## src/rtl/fifo_non2n_pkg.sv

```systemverilog
// Shared pointer helpers for the non-power-of-two FIFO: lap-tagged increment and occupancy.
// Used by both the read-side controller and the write-side pointer logic.
package fifo_non2n_pkg;

    localparam int unsigned DEF_FIFO_DEPTH = 520;
    localparam int unsigned DEF_PTR_WIDTH  = 10;
    localparam int unsigned DEF_DATA_WIDTH = 8;

    // Pointer split into lap bit and index, index held wide so any depth fits.
    typedef struct packed {
        logic        lap;
        logic [31:0] idx;
    } ptr_t;

    function automatic ptr_t ptr_inc(input ptr_t p, input logic [31:0] depth);
        ptr_t r;
        if (p.idx == (depth - 32'd1)) begin
            r.lap = ~p.lap;
            r.idx = 32'd0;
        end else begin
            r.lap = p.lap;
            r.idx = p.idx + 32'd1;
        end
        return r;
    endfunction

    // A result above depth (including a negative wrap) marks an inconsistent pointer pair.
    function automatic logic [32:0] ptr_count(input ptr_t w, input ptr_t r, input logic [31:0] depth);
        logic [32:0] c;
        if (w.lap == r.lap) begin
            c = {1'b0, w.idx} - {1'b0, r.idx};
        end else begin
            c = {1'b0, depth} - {1'b0, r.idx} + {1'b0, w.idx};
        end
        return c;
    endfunction

endpackage

```

## src/rtl/fifo_out_buf2.sv

```systemverilog
// Two-entry ordered output buffer; head is always entry 0.
// Simultaneous push and pop advance the head and append the new word in one cycle.
module fifo_out_buf2
    import fifo_non2n_pkg::*;
#(
    parameter int unsigned DATA_WIDTH = DEF_DATA_WIDTH
) (
    input  logic                  rclk,
    input  logic                  rrst,
    input  logic                  push,
    input  logic [DATA_WIDTH-1:0] push_data,
    input  logic                  pop,
    output logic [1:0]            occ,
    output logic [DATA_WIDTH-1:0] head_data,
    output logic                  head_valid
);

    logic [DATA_WIDTH-1:0] ent0_r;
    logic [DATA_WIDTH-1:0] ent1_r;
    logic [1:0]            occ_r;
    logic                  valid_r;
    logic [DATA_WIDTH-1:0] ent0_next_s;
    logic [DATA_WIDTH-1:0] ent1_next_s;
    logic [1:0]            occ_next_s;

    // Next-state of the two entries and the fill level.
    always_comb begin
        ent0_next_s = ent0_r;
        ent1_next_s = ent1_r;
        occ_next_s  = occ_r;
        case ({push, pop})
            2'b10: begin
                if (occ_r == 2'd0) begin
                    ent0_next_s = push_data;
                end else begin
                    ent1_next_s = push_data;
                end
                occ_next_s = occ_r + 2'd1;
            end
            2'b01: begin
                ent0_next_s = ent1_r;
                occ_next_s  = occ_r - 2'd1;
            end
            2'b11: begin
                if (occ_r == 2'd1) begin
                    ent0_next_s = push_data;
                end else begin
                    ent0_next_s = ent1_r;
                    ent1_next_s = push_data;
                end
            end
            default: begin
                occ_next_s = occ_r;
            end
        endcase
    end

    // Entry, fill-level and registered valid state.
    always_ff @(posedge rclk) begin
        if (rrst) begin
            ent0_r  <= '0;
            ent1_r  <= '0;
            occ_r   <= 2'd0;
            valid_r <= 1'b0;
        end else begin
            ent0_r  <= ent0_next_s;
            ent1_r  <= ent1_next_s;
            occ_r   <= occ_next_s;
            valid_r <= (occ_next_s != 2'd0);
        end
    end

    assign occ        = occ_r;
    assign head_data  = ent0_r;
    assign head_valid = valid_r;

endmodule

```

## src/rtl/fifo_rd_ctrl_non2n.sv

```systemverilog
// Read-side controller for the non-power-of-two FIFO: lap-tagged read pointer, occupancy,
// RAM fetch scheduling and a two-entry prefetch buffer feeding a valid/ready stream.
module fifo_rd_ctrl_non2n
    import fifo_non2n_pkg::*;
#(
    parameter int unsigned FIFO_DEPTH = DEF_FIFO_DEPTH,
    parameter int unsigned PTR_WIDTH  = DEF_PTR_WIDTH,
    parameter int unsigned DATA_WIDTH = DEF_DATA_WIDTH
) (
    input  logic                  rclk,
    input  logic                  rrst,
    input  logic [PTR_WIDTH:0]    wr_ptr,
    output logic                  mem_ren,
    output logic [PTR_WIDTH-1:0]  mem_raddr,
    input  logic [DATA_WIDTH-1:0] mem_rdata,
    output logic [DATA_WIDTH-1:0] dout,
    output logic                  dout_valid,
    input  logic                  dout_ready,
    output logic [PTR_WIDTH:0]    rd_ptr,
    output logic [PTR_WIDTH-1:0]  count,
    output logic                  empty,
    output logic                  ptr_err
);

    localparam logic [31:0] DEPTH_W = 32'(FIFO_DEPTH);

    logic [PTR_WIDTH:0]   rd_ptr_r;
    logic [PTR_WIDTH-1:0] count_r;
    logic                 empty_r;
    logic                 inflight_r;
    logic                 ptr_err_r;

    logic [PTR_WIDTH:0]   rd_ptr_next_s;
    logic [1:0]           occ_s;
    logic                 pop_s;
    logic                 fetch_s;
    logic                 err_set_s;
    logic [32:0]          occ_calc_s;
    ptr_t                 rd_cur_s;
    ptr_t                 rd_inc_s;
    ptr_t                 rd_nxt_s;
    ptr_t                 wr_cur_s;

    // Fetch decision, next read pointer and occupancy against the writer's pointer.
    always_comb begin
        rd_cur_s = '{lap: rd_ptr_r[PTR_WIDTH], idx: 32'(rd_ptr_r[PTR_WIDTH-1:0])};
        wr_cur_s = '{lap: wr_ptr[PTR_WIDTH], idx: 32'(wr_ptr[PTR_WIDTH-1:0])};
        rd_inc_s = ptr_inc(rd_cur_s, DEPTH_W);
        pop_s    = dout_valid & dout_ready;

        // Keep buffered plus in-flight words at two or fewer after this cycle's pop.
        if (rrst || empty_r) begin
            fetch_s = 1'b0;
        end else begin
            fetch_s = (({1'b0, occ_s} + {2'b00, inflight_r}) < (3'd2 + {2'b00, pop_s}));
        end

        if (fetch_s) begin
            rd_ptr_next_s = {rd_inc_s.lap, PTR_WIDTH'(rd_inc_s.idx)};
        end else begin
            rd_ptr_next_s = rd_ptr_r;
        end

        rd_nxt_s   = '{lap: rd_ptr_next_s[PTR_WIDTH], idx: 32'(rd_ptr_next_s[PTR_WIDTH-1:0])};
        occ_calc_s = ptr_count(wr_cur_s, rd_nxt_s, DEPTH_W);
        err_set_s  = (wr_cur_s.idx >= DEPTH_W) || (occ_calc_s > {1'b0, DEPTH_W});
    end

    // Pointer, occupancy, in-flight tag and sticky error state.
    always_ff @(posedge rclk) begin
        if (rrst) begin
            rd_ptr_r   <= '0;
            count_r    <= '0;
            empty_r    <= 1'b1;
            inflight_r <= 1'b0;
            ptr_err_r  <= 1'b0;
        end else begin
            rd_ptr_r   <= rd_ptr_next_s;
            count_r    <= PTR_WIDTH'(occ_calc_s);
            empty_r    <= (occ_calc_s == 33'd0);
            inflight_r <= fetch_s;
            ptr_err_r  <= ptr_err_r | err_set_s;
        end
    end

    // Clearing inflight_r on reset drops any RAM word still returning.
    fifo_out_buf2 #(
        .DATA_WIDTH (DATA_WIDTH)
    ) u_out_buf (
        .rclk       (rclk),
        .rrst       (rrst),
        .push       (inflight_r),
        .push_data  (mem_rdata),
        .pop        (pop_s),
        .occ        (occ_s),
        .head_data  (dout),
        .head_valid (dout_valid)
    );

    assign mem_ren   = fetch_s;
    assign mem_raddr = rd_ptr_r[PTR_WIDTH-1:0];
    assign rd_ptr    = rd_ptr_r;
    assign count     = count_r;
    assign empty     = empty_r;
    assign ptr_err   = ptr_err_r;

endmodule

```

## config.mk

```make
export PLATFORM = sky130hd
export DESIGN_NAME = fifo_rd_ctrl_non2n
export DESIGN_NICKNAME = d
export VERILOG_FILES = /design/src/rtl/fifo_non2n_pkg.sv /design/src/rtl/fifo_out_buf2.sv /design/src/rtl/fifo_rd_ctrl_non2n.sv
export SDC_FILE = /design/constraint.sdc
export NUM_CORES = 1
export LEC_CHECK = 0
export CAP_MARGIN = 20
export CORE_UTILIZATION = 57
export CTS_CLUSTER_SIZE = 24
export DETAILED_ROUTE_END_ITERATION = 8
export DONT_BUFFER_PORTS = 1
export PLACE_DENSITY = 0.81
export SETUP_SLACK_MARGIN = 0.02
export SYNTH_ARGS = -nofsm -noshare
export SYNTH_HDL_FRONTEND = slang
export SYNTH_SLANG_ARGS = --single-unit
```

## constraint.sdc

```tcl
create_clock -name rclk -period 10.8 [get_ports rclk]
set_input_delay 2.16 -clock rclk [delete_from_list [all_inputs] [get_ports rclk]]
set_output_delay 2.16 -clock rclk [all_outputs]
set_load 0.03 [all_outputs]
```

==> run summary <==
Status: finished clean
Internal: 296 uW
Critical path data required time: 10.96 ns
Final weighted congestion in routability-driven placement: 0.961
RSZ-0062 raised after global routing: false
Arrival time worst endpoint: 6.30 ns
WL per Instance: 17.1 um
First-pass GRT wire length: 12.3 mm
P_sw: 121 uW
CTS clock-pin slew for the worst setup and hold paths: 0.07 ns
Final worst-path setup slack: 4.66 ns
Worst Reg-to-Reg Cells: 17
GRT Total Usage: 25.9%
Rel. slew slack: 26.6%
Share of the synthesized area in the top cell type: 26.9%
Syn nets: 424
CP max FO: 43
Clock Power Share: 34.8%
Via/cell ratio: 6.17
Pleak: 1.35 nW
Crit-path max cell delay: 0.48 ns
Setup crit start kind: input pin
Residual DRC: 0
Die Width: 77.0 um
Vias: 2636
RR Endpoint: ptr_err$_SDFF_PP0_
Die height: 77.0 um
Post-DP Area: 3160 um^2
Async SR Flop Fraction: 0%
Most instantiated library cell after synthesis: nor2_1
Uppermost routed layer: met4
Most area-consuming cells after synthesis: dfxtp_1, ha_1, nor2_1, xnor2_1, mux2i_1
Port Buffers: 0
Setup CP Type: in -> reg
Power share of the sequential group: 46.0%
Initial DRT Pass Iterations: 4
Synth cell types: 71
Hold Startpoint: u_out_buf.ent1_r[2]$_SDFFE_PP0P_
Nets: 411
Final slew viol count: 0
CTS sink count: 43
Slew @ Worst Pin: 1.10 ns
Met2 wire length: 3.51 mm
Skew final: 0.0102 ns
Placed instance count: 418
Postcts setup bufs: 0
Final min period: 6.14 ns
Commonest cells in the netlist: nor2_1, dfxtp_1, ha_1
Ys flop type: dfxtp_1
M1 WL: 3.16 mm
Max Fclk: 163 MHz
CP cell instances: or3_1 > a21o_4 > inv_2 > and2_1 > a22oi_1 > ha_1 > a21oi_2 > xnor2_1 > ha_1 > nand3_1 > o211ai_1 > o41ai_1 > xnor2_1 > mux2i_1 > nand2_1 > a2111oi_0 > o22ai_1
Endpoints failing hold: 0
Yosys warnings: 0
PD cells: 126 nW/um^2
Fillcell total: 455
Hold Path Depth: 2
Setup TNS Final: 0 ns
Non-Filler Instances: 427
Die area: 5920 um^2
Synth-to-Final Area Change: 3.13%
Number of global-route vias before repair: 2638
Cts hold-fix bufs: 0
Resize count post-CTS: 0
Slowest cell on the critical path: o41ai_1
DP Worst Slack: 4.57 ns
Final setup vio count: 0
Tot Pwr: 417 uW
Placement Rows: 26
Root buf cell: clkbuf_8
Clock latency on the worst-skew pair: 0.29 ns
R2R Path Start: rd_ptr[0]$_SDFF_PP0_
Yosys reg bits: 43
Drt first-iter violations: 122
Setup crit end kind: flip-flop
Synthesized cell area: 3200 um^2
Yosys top cell by area: dfxtp_1
Starting Density: 60.8%
VDD IR max: 115 uV
Combinational power share: 19.2%
Core area: 5270 um^2
Post-route antenna net violation count: 0
Post-synth EDFFs: 0
Wire length on met3: 412 um
Post-route cell area: 3300 um^2
Num ports: 65
Longest Clk Path Bufs: 2
CTS buffer count: 5
Switching Share: 29.0%
Number of diodes: 0
DRT Wirelength: 7.31 mm
Pin count of the biggest net entering global routing: 44
Final worst-path cycle share: 56.8%
HPWL Detailed: 5.63 mm
Post-Syn Instances: 369
# Max-Cap Violations: 0
Worst Hold Class: reg -> reg
Htree depth: 2
Share of cells above drive strength 1: 5.60%
Seq/Total Area, Yosys: 26.9%
Overflow after GRT: 0
Antenna violations before repair: 0
R2R Setup Slk: 5.61 ns
Syn avg cell area: 8.68 um^2
TritonCTS clock tree: done
Hold Path End: u_out_buf.ent1_r[2]$_SDFFE_PP0P_
## final cells by class
class / count / area [um^2] / area share, %
Multi-Input combinational cell: 287 / 2150 / 65.0
Sequential cell: 43 / 861 / 26.1
Tap cell: 70 / 87.6 / 2.65
Clock buffer: 6 / 72.6 / 2.20
Inverter: 18 / 67.6 / 2.05
Clock inverter: 2 / 60.1 / 1.82
Timing Repair Buffer: 1 / 7.51 / 0.227
## state kept, by name (all words and copies together) (netlist names)
signal	flops
u_out_buf.occ	2
u_out_buf.ent1_r	8
inflight_r	1
u_out_buf.head_valid	1
ptr_err	1
count	10
rd_ptr	11
u_out_buf.head_data	8
empty	1
## per-stage QoR
stage / util, % / hold slack, ns
2_1_floorplan: - / 0.464
3_3_place_gp: 60.0 / 0.476
3_5_place_dp: 60.0 / 0.486
4_1_cts: 62.5 / 0.510
5_1_grt: 62.7 / 0.540
6_report: 62.7 / 0.505
## worst max-delay path: cells and delay by family
family | cells | cell delay (ns)
AOI/OAI and AO/OA | 7 | 1.89
xor gates and xnor gates | 2 | 0.28
adders and majority gates | 2 | 0.72
buffers and inverters | 1 | 0.16
muxes | 1 | 0.24
and+or+nand+nor | 4 | 0.85
## per-layer routing
layer	up-vias	GRT usage, %
met5	-	0
met1	1232	32.3
met2	90	43.1
met4	0	11.0
li1	1296	-
met3	18	5.12
## worst max-delay path by stage
| stage | depth (start not counted) | slack [ns] | to | start |
|---|---|---|---|---|
| 2_1_floorplan | 20 | 4.92 | ptr_err$_SDFF_PP0_ | rrst |
| 3_3_place_gp | 17 | 4.74 | ptr_err$_SDFF_PP0_ | rrst |
| 3_5_place_dp | 17 | 4.57 | ptr_err$_SDFF_PP0_ | rrst |
| 4_1_cts | 17 | 4.70 | ptr_err$_SDFF_PP0_ | rrst |
| 5_1_grt | 17 | 4.35 | ptr_err$_SDFF_PP0_ | rrst |
| 6_report | 17 | 4.66 | ptr_err$_SDFF_PP0_ | rrst |
## cells by family (layout without fill, tap and decap cells)
logic type | Yosys count | after routing | share of synthesized area, %
AOI/OAI and AO/OA | 92 | 92 | 21.7
muxes | 17 | 17 | 5.31
DFF | 43 | 43 | 26.9
xor gates and xnor gates | 28 | 28 | 8.60
buffers and inverters | 39 | 27 | 6.10
adders and majority gates | 33 | 33 | 13.4
and+or+nand+nor | 117 | 117 | 18.1
## cells in the final DEF (no fill, tap or decap), drive strengths merged, types with 2 or more instances in the layout
cell type  Yosys  final
nand2b         2      2
a21o           5      5
nor2b          3      3
o21a           4      4
a211o          2      2
nand3b         2      2
or2            2      2
a21oi         18     18
and3b          2      2
a31oi          3      3
o211ai         5      5
ha            31     31
nor2          50     50
nand4          4      4
o21bai         3      3
mux2i         17     17
a22oi          9      9
dfxtp         43     43
xnor2         20     20
nand3          7      7
o21ai         11     11
inv           18     18
fa             2      2
nor3           7      7
clkbuf         8      6
and3           4      4
xor2           6      6
nor3b          2      2
nor4           2      2
bufinv         0      2
o41ai          2      2
nand2         17     17
and2           5      5
a2111oi        3      3
or3            3      3
a211oi        13     13
## power groups by stage
stage | registers (mW) | logic [mW] | clock network [mW]
after floorplan | 0.192 | 0.0683 | 0
after global placement | 0.195 | 0.0763 | 0
after detailed placement | 0.195 | 0.0778 | 0
after CTS | 0.192 | 0.0787 | 0.147
after global routing | 0.193 | 0.0906 | 0.153
final | 0.192 | 0.0800 | 0.145
Power figures use the tool's default switching activity.
